File: src/rtl/mem_pkg.sv
// Shared types and constants for the mem_sync block.
package mem_pkg;

    typedef enum logic {
        INIT = 1'b0,
        RUN  = 1'b1
    } state_t;

    localparam int unsigned RD_LAT_MIN = 1;
    localparam int unsigned RD_LAT_MAX = 2;

    // Out-of-range latencies fold onto the nearest legal value.
    function automatic int unsigned rd_lat_clamp(input int unsigned lat);
        if (lat <= RD_LAT_MIN) return RD_LAT_MIN;
        if (lat >= RD_LAT_MAX) return RD_LAT_MAX;
        return lat;
    endfunction

    function automatic int unsigned depth_of(input int unsigned aw);
        return 32'd1 << aw;
    endfunction

endpackage

File: src/rtl/mem_array.sv
// Word storage: one write port, one synchronous read port whose output
// register is zero on cycles without a read.
module mem_array
    import mem_pkg::*;
#(
    parameter int unsigned DWIDTH = 8,
    parameter int unsigned AWIDTH = 5
) (
    input  logic              clk,
    input  logic              rst,
    input  logic              we,
    input  logic [AWIDTH-1:0] waddr,
    input  logic [DWIDTH-1:0] wdata,
    input  logic              re,
    input  logic [AWIDTH-1:0] raddr,
    output logic [DWIDTH-1:0] rdata
);

    localparam int unsigned DEPTH = depth_of(AWIDTH);

    logic [DWIDTH-1:0] mem [DEPTH];

    // Contents are never reset; the init sequence clears them.
    always_ff @(posedge clk) begin
        if (we) mem[waddr] <= wdata;
    end

    always_ff @(posedge clk) begin
        if (rst)     rdata <= '0;
        else if (re) rdata <= mem[raddr];
        else         rdata <= '0;
    end

endmodule

File: src/rtl/mem_sync.sv
// Synchronous RAM with self-initialisation sequence and pipelined reads.
module mem_sync
    import mem_pkg::*;
#(
    parameter int unsigned       DWIDTH   = 8,
    parameter int unsigned       AWIDTH   = 5,
    parameter int unsigned       RD_LAT   = 1,
    parameter logic [DWIDTH-1:0] INIT_VAL = '0
) (
    input  logic              clk,
    input  logic              rst,
    input  logic              req_valid,
    output logic              req_ready,
    input  logic              req_we,
    input  logic [AWIDTH-1:0] req_addr,
    input  logic [DWIDTH-1:0] req_wdata,
    output logic              rsp_valid,
    output logic [DWIDTH-1:0] rsp_rdata,
    output logic              busy
);

    localparam int unsigned LAT = rd_lat_clamp(RD_LAT);

    state_t            state;
    state_t            state_next;
    logic              busy_d;
    logic              ready_d;
    logic [AWIDTH-1:0] init_cnt;
    logic              init_last;
    logic              accept;
    logic              rd_acc;
    logic              wr_acc;
    logic              mem_we;
    logic [AWIDTH-1:0] mem_waddr;
    logic [DWIDTH-1:0] mem_wdata;
    logic              v1;
    logic [DWIDTH-1:0] rd1;

    assign init_last = (init_cnt == '1);
    assign accept    = req_valid & req_ready & ~rst;
    assign rd_acc    = accept & ~req_we;
    assign wr_acc    = accept & req_we;

    always_ff @(posedge clk) begin
        if (rst) state <= INIT;
        else     state <= state_next;
    end

    always_comb begin
        state_next = state;
        case (state)
            INIT:    if (init_last) state_next = RUN;
            RUN:     state_next = RUN;
            default: state_next = INIT;
        endcase
    end

    always_comb begin
        busy_d  = 1'b0;
        ready_d = 1'b0;
        if (state_next == INIT) busy_d  = 1'b1;
        else                    ready_d = 1'b1;
    end

    // Status outputs are registered from the next state so they line up with it.
    always_ff @(posedge clk) begin
        if (rst) begin
            busy      <= 1'b1;
            req_ready <= 1'b0;
        end else begin
            busy      <= busy_d;
            req_ready <= ready_d;
        end
    end

    // Counter saturates on the last address rather than wrapping.
    always_ff @(posedge clk) begin
        if (rst)                          init_cnt <= '0;
        else if (state == INIT && !init_last) init_cnt <= init_cnt + AWIDTH'(1);
    end

    always_comb begin
        mem_we    = wr_acc;
        mem_waddr = req_addr;
        mem_wdata = req_wdata;
        if (state == INIT) begin
            mem_we    = 1'b1;
            mem_waddr = init_cnt;
            mem_wdata = INIT_VAL;
        end
    end

    mem_array #(
        .DWIDTH (DWIDTH),
        .AWIDTH (AWIDTH)
    ) u_array (
        .clk   (clk),
        .rst   (rst),
        .we    (mem_we),
        .waddr (mem_waddr),
        .wdata (mem_wdata),
        .re    (rd_acc),
        .raddr (req_addr),
        .rdata (rd1)
    );

    always_ff @(posedge clk) begin
        if (rst) v1 <= 1'b0;
        else     v1 <= rd_acc;
    end

    if (LAT == 1) begin : g_lat1
        assign rsp_valid = v1;
        assign rsp_rdata = rd1;
    end else begin : g_lat2
        logic              v2;
        logic [DWIDTH-1:0] d2;

        always_ff @(posedge clk) begin
            if (rst) begin
                v2 <= 1'b0;
                d2 <= '0;
            end else begin
                v2 <= v1;
                d2 <= v1 ? rd1 : '0;
            end
        end

        assign rsp_valid = v2;
        assign rsp_rdata = d2;
    end

endmodule

File: config.mk
export PLATFORM = sky130hd
export DESIGN_NAME = mem_sync
export DESIGN_NICKNAME = d
export VERILOG_FILES = /design/src/rtl/mem_pkg.sv /design/src/rtl/mem_array.sv /design/src/rtl/mem_sync.sv
export SDC_FILE = /design/constraint.sdc
export NUM_CORES = 1
export LEC_CHECK = 0
export ABC_AREA = 1
export BUFFER_PORTS_ARGS = -buffer_cell sky130_fd_sc_hd__buf_2
export CAP_MARGIN = 20
export CORE_ASPECT_RATIO = 0.75
export CORE_MARGIN = 2
export CORE_UTILIZATION = 30
export DETAILED_ROUTE_END_ITERATION = 7
export GPL_TIMING_DRIVEN = 0
export PLACE_DENSITY = 0.47
export SETUP_SLACK_MARGIN = 0.4
export SLEW_MARGIN = 20
export SYNTH_ARGS = -nofsm -noshare
export SYNTH_HDL_FRONTEND = slang
export SYNTH_SLANG_ARGS = --single-unit
File: constraint.sdc
create_clock -name clk -period 1.9 [get_ports clk]
set_input_delay 0 -clock clk [delete_from_list [all_inputs] [get_ports clk]]
set_output_delay 0 -clock clk [all_outputs]
set_load 0.01 [all_outputs]
==> results of run 1 <==
==> layout make-up <==
type                            count  area [µm²]  area share, %
Antenna cell                        1       2.502        0.01794
Buffer                             54       385.4          2.763
Clock buffer                       35       735.7          5.275
Clock inverter                     14       115.1         0.8254
Inverter                           25       113.9         0.8164
Multi-Input combinational cell    648        3182          22.82
Sequential cell                   272        8011          57.45
Tap cell                          504       630.6          4.522
Timing Repair Buffer               65       769.5          5.518
==> routing by layer <==
metal  up-vias  track usage [%]  wire length (µm)
met5         -                0                 0
met4         0            3.467               606
met3        46            3.416              2108
met2       217            24.16             13260
met1      3681            26.51             16430
li1       3628                -                 -
==> path summary, 6_finish.rpt <==
| check | start | cells after the start | slack [ns] | to |
|---|---|---|---|---|
| setup / recovery | state | 7 | 0.21 | u_array.mem[20][0] |
| hold / removal | req_wdata[2] | 3 | 0.03 | u_array.mem[15][2] |
| setup reg to reg | state | 7 | 0.21 | u_array.mem[20][0] |
| hold reg to reg | init_cnt[2] | 2 | 0.52 | init_cnt[3] |
==> cells in the final DEF (no fill, tap or decap), drive strengths merged <==
master / instances
a21oi: 3
a22o: 1
buf: 103
bufinv: 2
clkbuf: 44
clkinv: 11
dfxtp: 16
diode: 1
dlygate4sd3: 7
edfxtp: 256
ha: 2
inv: 26
nand2: 338
nand3: 172
nand4: 2
nor2: 98
nor3: 1
o211ai: 1
o21ai: 30
==> worst reg2reg max path, stage by stage (launching register included) <==
cell       delay [ns]
dfxtp_4          0.37
clkbuf_16        0.17
o21ai_4          0.16
inv_2            0.09
nor2_4           0.17
nand2_4          0.14
nor2_4           0.17
buf_12           0.14
==> flip-flops by register name, summed over array words and instances, names as in the netlist <==
register and count:
u_array.rdata 8, busy 1, init_cnt 5, u_array.mem 256, state 1, rsp_valid 1
==> repair_timing <==
item	in CTS	in global routing
endpoints found under the hold margin	28	0
endpoints found under the setup margin	492	494
cloned	0	1
pin swaps	36	14
hold buffers	7	0
setup buffers	30	2
gates resized for setup	11	19
==> where the power goes <==
group | internal, mW | switching [mW] | total (mW)
registers | 6.84 | 0.0916 | 6.93
clock network | 2.99 | 2.28 | 5.27
logic | 0.628 | 1.27 | 1.89
==> cell families after synthesis <==
family                   after synthesis  synth area share (%)
flip-flops                           272                 71.42
AND/OR/NAND/NOR                      611                 22.56
buffers and inverters                 79                 4.140
AO/OA/AOI/OAI                         35                 1.652
adder cells (fa/ha/maj)                2                0.2232
==> flow_summary.toml, run 1 <==
[pwr]
leakagePower_nw = 5.211
pwr_density_cell_nw_per_um2 = 1011
irDropWorstVdd_uv = 697.9
power.total_mw = 14.09

[timing]
drv_slew = 0
hold_slack_ns = 0.02995
worst_slack_ns = 0.2063
finalHoldViolCount = 0
fmax_mhz = 590.4
setup_tns_ns = 0
finalCriticalPeriod_ns = 1.694
rsz0062_at_grt = "yes"
relSlewSlack_pct = 55.23
clock_skew_ns = 0.01226
period_share_pct = 89.14
max_slew.worst_pin.slew_ns = 0.6716
finalSetupViolCount = 0

[place]
dpl.cell_count = 1528
globalplace.congestion = 0.7927
place_area_um2 = 12400
portBuffers = 24
place_hpwl_um = 21610
place_ws_ns = -0.01654

[floorplan]
coreArea_um2 = 36940
die_w_um = 227.2
num_io_pins = 28
initial_core_util_pct = 30.35
die-area_um2 = 38950
die_h_um = 171.4
core.rowCount = 61

[yosys]
async_flop_share_pct = 0
synth_fp_nets = 1018
ys_types = 22
netlist_top_cells_area = "edfxtp_1 69%, nand2_1 11%, nand3_1 7.6%"
netlist_top_cells_count = "338 x nand2_1, 256 x edfxtp_1, 170 x nand3_1"
synthFlopType = "edfxtp_1"
yosysTopAreaCell = "edfxtp_1"
ys_seq_area_share_pct = 71.42
syn_inst = 999
yosysMostFrequentCell = "nand2_1"
synth_area_per_cell_um2 = 11.22
syn_area_um2 = 11210
yosysTopAreaCellShare_pct = 68.56
ys_warn_count = 0
synth-seq-cells = 272
synth-edff-count = 256

[critical_path]
cp_slowest_cell = "dfxtp_4"
cp_cell_sequence = "clkbuf_16 > o21ai_4 > inv_2 > nor2_4 > nand2_4 > nor2_4 > buf_12"
start_kind = "register"
cp_num_buf_inv = 3
cpPeakStageDelay_ns = 0.37
endpoint_kind = "register"
crit_path_max_fanout = 8
critical-path-top-delay-family = "simple AND/OR/NAND/NOR gates"
cp_common_cell = "nor2_4"
critPathKind = "register to register"
required_ns = 2.16
worstPathArrival_ns = 1.95

[cts]
clk_path_buf_depth = 3
cts_tree = "built"
clkTransAtPathRegs_ns = 0.06
htreeDepth = 1
clockRootBuffer = "clkbuf_16"
clkLatencyLatePin_ns = 0.54
cts_buffers = 27
cts.sinks = 272

[cells_and_area]
fillers = 3632
drive_gt1_share_pct = 19.50
area_growth_pct = 24.38
postLayoutCoreUtil_pct = 37.75
instances_no_fill = 1618
fin_area_um2 = 13950
fin_nets = 1112

[outcome]
outcome = "complete, no violations"

[grt]
antenna_found_initial = 1
grt_max_degree = 33
grt_pass1_wl_um = 47770
grt-ovfl-total = 0
grt.total_usage_pct = 17.00
grt_pass1_vias = 7219

[drt]
vias = 7572
drtAntennaViolNets = 0
drc = 0
viasPerCell = 4.680
drt_pre_antenna_iters = 6
finalWirelength_um = 32400
wl_per_cell_um = 20.02
drtIter0Drc = 620

[hold_path]
hold_path_class = "input pin to register"

[run]
max_cap_viol_count = 0
Power figures use the tool's default switching activity.
==> inputs of run 2 (changes only) <==
ABC_AREA = 0   (was 1)
==> flow_summary.toml, run 2 <==
[yosys]
ys_types = 35
yosysTopAreaCellShare_pct = 72.56
synth_xor_area_share_pct = 0.2480
yosysTopAreaCell = "edfxtp_1"
synth_mux_area_share_pct = 16.31
ys_seq_area_share_pct = 75.58
synth-seq-cells = 272
synth_compound_area_share_pct = 2.161
netlist_top_cells_count = "256 x edfxtp_1, 64 x mux4_2, 38 x nor2_1"
yosysMostFrequentCell = "edfxtp_1"
syn_inst = 521
netlist_top_cells_area = "edfxtp_1 73%, mux4_2 14%, dfxtp_1 3.0%"
synthFlopType = "edfxtp_1"
synthAdderAreaFrac_pct = 0.2362
synth_area_per_cell_um2 = 20.34
ys_warn_count = 0
async_flop_share_pct = 0
synth_top_family_by_area = "multiplexers"
synth-edff-count = 256
synth_simple_gate_area_share_pct = 3.944
synth_fp_nets = 540
syn_area_um2 = 10600

[critical_path]
critPathKind = "register to register"
worstPathArrival_ns = 2.03
required_ns = 2.16
cp_slowest_cell = "dfxtp_4"
r2r_cells = 7
worstReg2RegEnd = "u_array.mem[8][4]"
crit-reg2reg-launch = "state"
cp_cell_sequence = "clkbuf_16 > clkbuf_16 > mux2i_4 > buf_12 > nand2_8 > nor2_4 > buf_12"
cpPeakStageDelay_ns = 0.38
crit_path_max_fanout = 7
endpoint_kind = "register"
r2r_setup_slack_ns = 0.13
start_kind = "register"

[timing]
hold_slack_ns = 0.004712
rsz0062_at_grt = "yes"
worst_slack_ns = 0.1254
relSlewSlack_pct = 43.14
clock_skew_ns = 0.008749
period_share_pct = 93.40
max_slew.worst_pin.slew_ns = 0.8529
finalSetupViolCount = 0
fmax_mhz = 563.5
setup_tns_ns = 0
finalHoldViolCount = 0
drv_slew = 0
finalCriticalPeriod_ns = 1.775

[cts]
clkTransAtPathRegs_ns = 0.06
clk_path_buf_depth = 3
cts.sinks = 272
clkLatencyLatePin_ns = 0.54
clockRootBuffer = "clkbuf_16"
cts_buffers = 27
cts_tree = "built"
htreeDepth = 1

[pwr]
p_int_mw = 9.867
leakagePower_nw = 4.426
power.total_mw = 12.54
power.switching_mw = 2.667
seqPwrFrac_pct = 52.3
combPwrFrac_pct = 5.9
p_sw_share_pct = 21.28
pwr_density_cell_nw_per_um2 = 916.9
clkPwrFrac_pct = 41.8
irDropWorstVdd_uv = 501.8

[drt]
top_layer_used = "met4"
finalWirelength_um = 25780
viasPerCell = 4.883
wl_per_cell_um = 23.29
drc = 0
drt-met1-wl_um = 12520
met3_length_um = 1220
drt_pre_antenna_iters = 5
vias = 5406
drtIter0Drc = 471
routed-wl-met2_um = 11380
drtAntennaViolNets = 0

[grt]
grt_pass1_vias = 5611
grt.total_usage_pct = 13.86
antenna_found_initial = 1
grt_pass1_wl_um = 37400
grt-ovfl-total = 0
grt_max_degree = 33

[cells_and_area]
final_common_cell = "edfxtp_1"
postLayoutCoreUtil_pct = 39.32
fin_nets = 649
largest_register_ffs = 256
area_growth_pct = 29.03
layout_common_cells = "256 x edfxtp_1, 64 x mux4_2, 35 x buf_12"
instances_no_fill = 1107
largest_register = "u_array.mem"
fillers = 3089
drive_gt1_share_pct = 42.46
fin_area_um2 = 13670
biggestRegsByFlops = "u_array.mem (256), u_array.rdata (8), init_cnt (5)"
antennaDiodeCount = 0

[place]
place_area_um2 = 11680
place_ws_ns = -0.2074
place_hpwl_um = 16370
dpl.cell_count = 1003
portBuffers = 25
globalplace.congestion = 0.7934

[hold_path]
hold_path_class = "input pin to register"
min_delay_path_depth = 2
min_from = "req_wdata[1]"
hold_path_end = "u_array.mem[3][1]"

[floorplan]
die_h_um = 166.8
die-area_um2 = 36850
initial_core_util_pct = 30.47
die_w_um = 221
coreArea_um2 = 34770
num_io_pins = 28
core.rowCount = 59

[outcome]
outcome = "complete, no violations"

[run]
max_cap_viol_count = 0
==> run 2: changes by cell type after synthesis, sizes merged, moves of 6 or more <==
cell	before	now
nand3	172	1
and3	0	6
buf	46	19
mux4	0	64
o21ai	30	4
a22oi	0	8
nor2	98	38
and2	0	9
nand2	338	25
mux2i	0	23
inv	25	3
==> run 2: cell type report <==
class / count / area, µm² / area share, %
Tap cell: 457 / 571.8 / 4.183
Clock buffer: 31 / 690.7 / 5.052
Multi-Input combinational cell: 222 / 2987 / 21.85
Inverter: 3 / 11.26 / 0.08237
Sequential cell: 272 / 8018 / 58.65
Timing Repair Buffer: 80 / 1028 / 7.523
Clock inverter: 18 / 167.7 / 1.226
Buffer: 24 / 196.4 / 1.437
==> run 2: cells by family after synthesis <==
logic type	Yosys count
muxes	92
AOI/OAI and AO/OA	34
and+or+nand+nor	91
xor gates and xnor gates	3
adders and majority gates	2
DFF	272
buffers and inverters	27
==> run 2: timing repair <==
item | CTS | global route
cloned | 1 | 1
hold buffers | 2 | 1
setup endpoints to repair | 527 | 527
pin swaps | 42 | 44
hold endpoints to repair | 8 | 2
buffers inserted | 44 | 6
gates resized for setup | 35 | 27
==> run 2: worst max path at each step <==
stage	slack [ns]	depth (start not counted)	end	from
floorplan	0.21	5	u_array.mem[0][0]	state
finish	0.13	7	u_array.mem[8][4]	state
global placement	-0.18	7	u_array.mem[25][4]	req_addr[0]
CTS	0.16	5	u_array.mem[0][6]	state
global route	0.09	7	u_array.mem[26][7]	state
detailed placement	-0.21	7	u_array.mem[3][0]	req_addr[0]
==> run 2: power groups by stage <==
stage	registers [mW]	logic [mW]	clock network (mW)
after floorplan	6.67	0.434	0
after global placement	6.68	0.617	0
after detailed placement	6.68	0.625	0
after CTS	6.55	0.720	5.36
after global routing	6.56	0.786	5.60
final	6.55	0.738	5.24
==> run 2: worst max-delay path: cells and delay by family, from the launching register on <==
family / cells / cell delay (ns)
AND/OR/NAND/NOR: 2 / 0.21
multiplexers: 1 / 0.27
flip-flops: 1 / 0.38
buffers and inverters: 4 / 0.62
==> run 2: metal layers <==
layer  GRT usage [%]  vias to the layer above
met2           20.39                      121
met5               0                        -
met1           21.23                     2889
met3           2.488                       40
li1                -                     2356
met4           3.327                        0
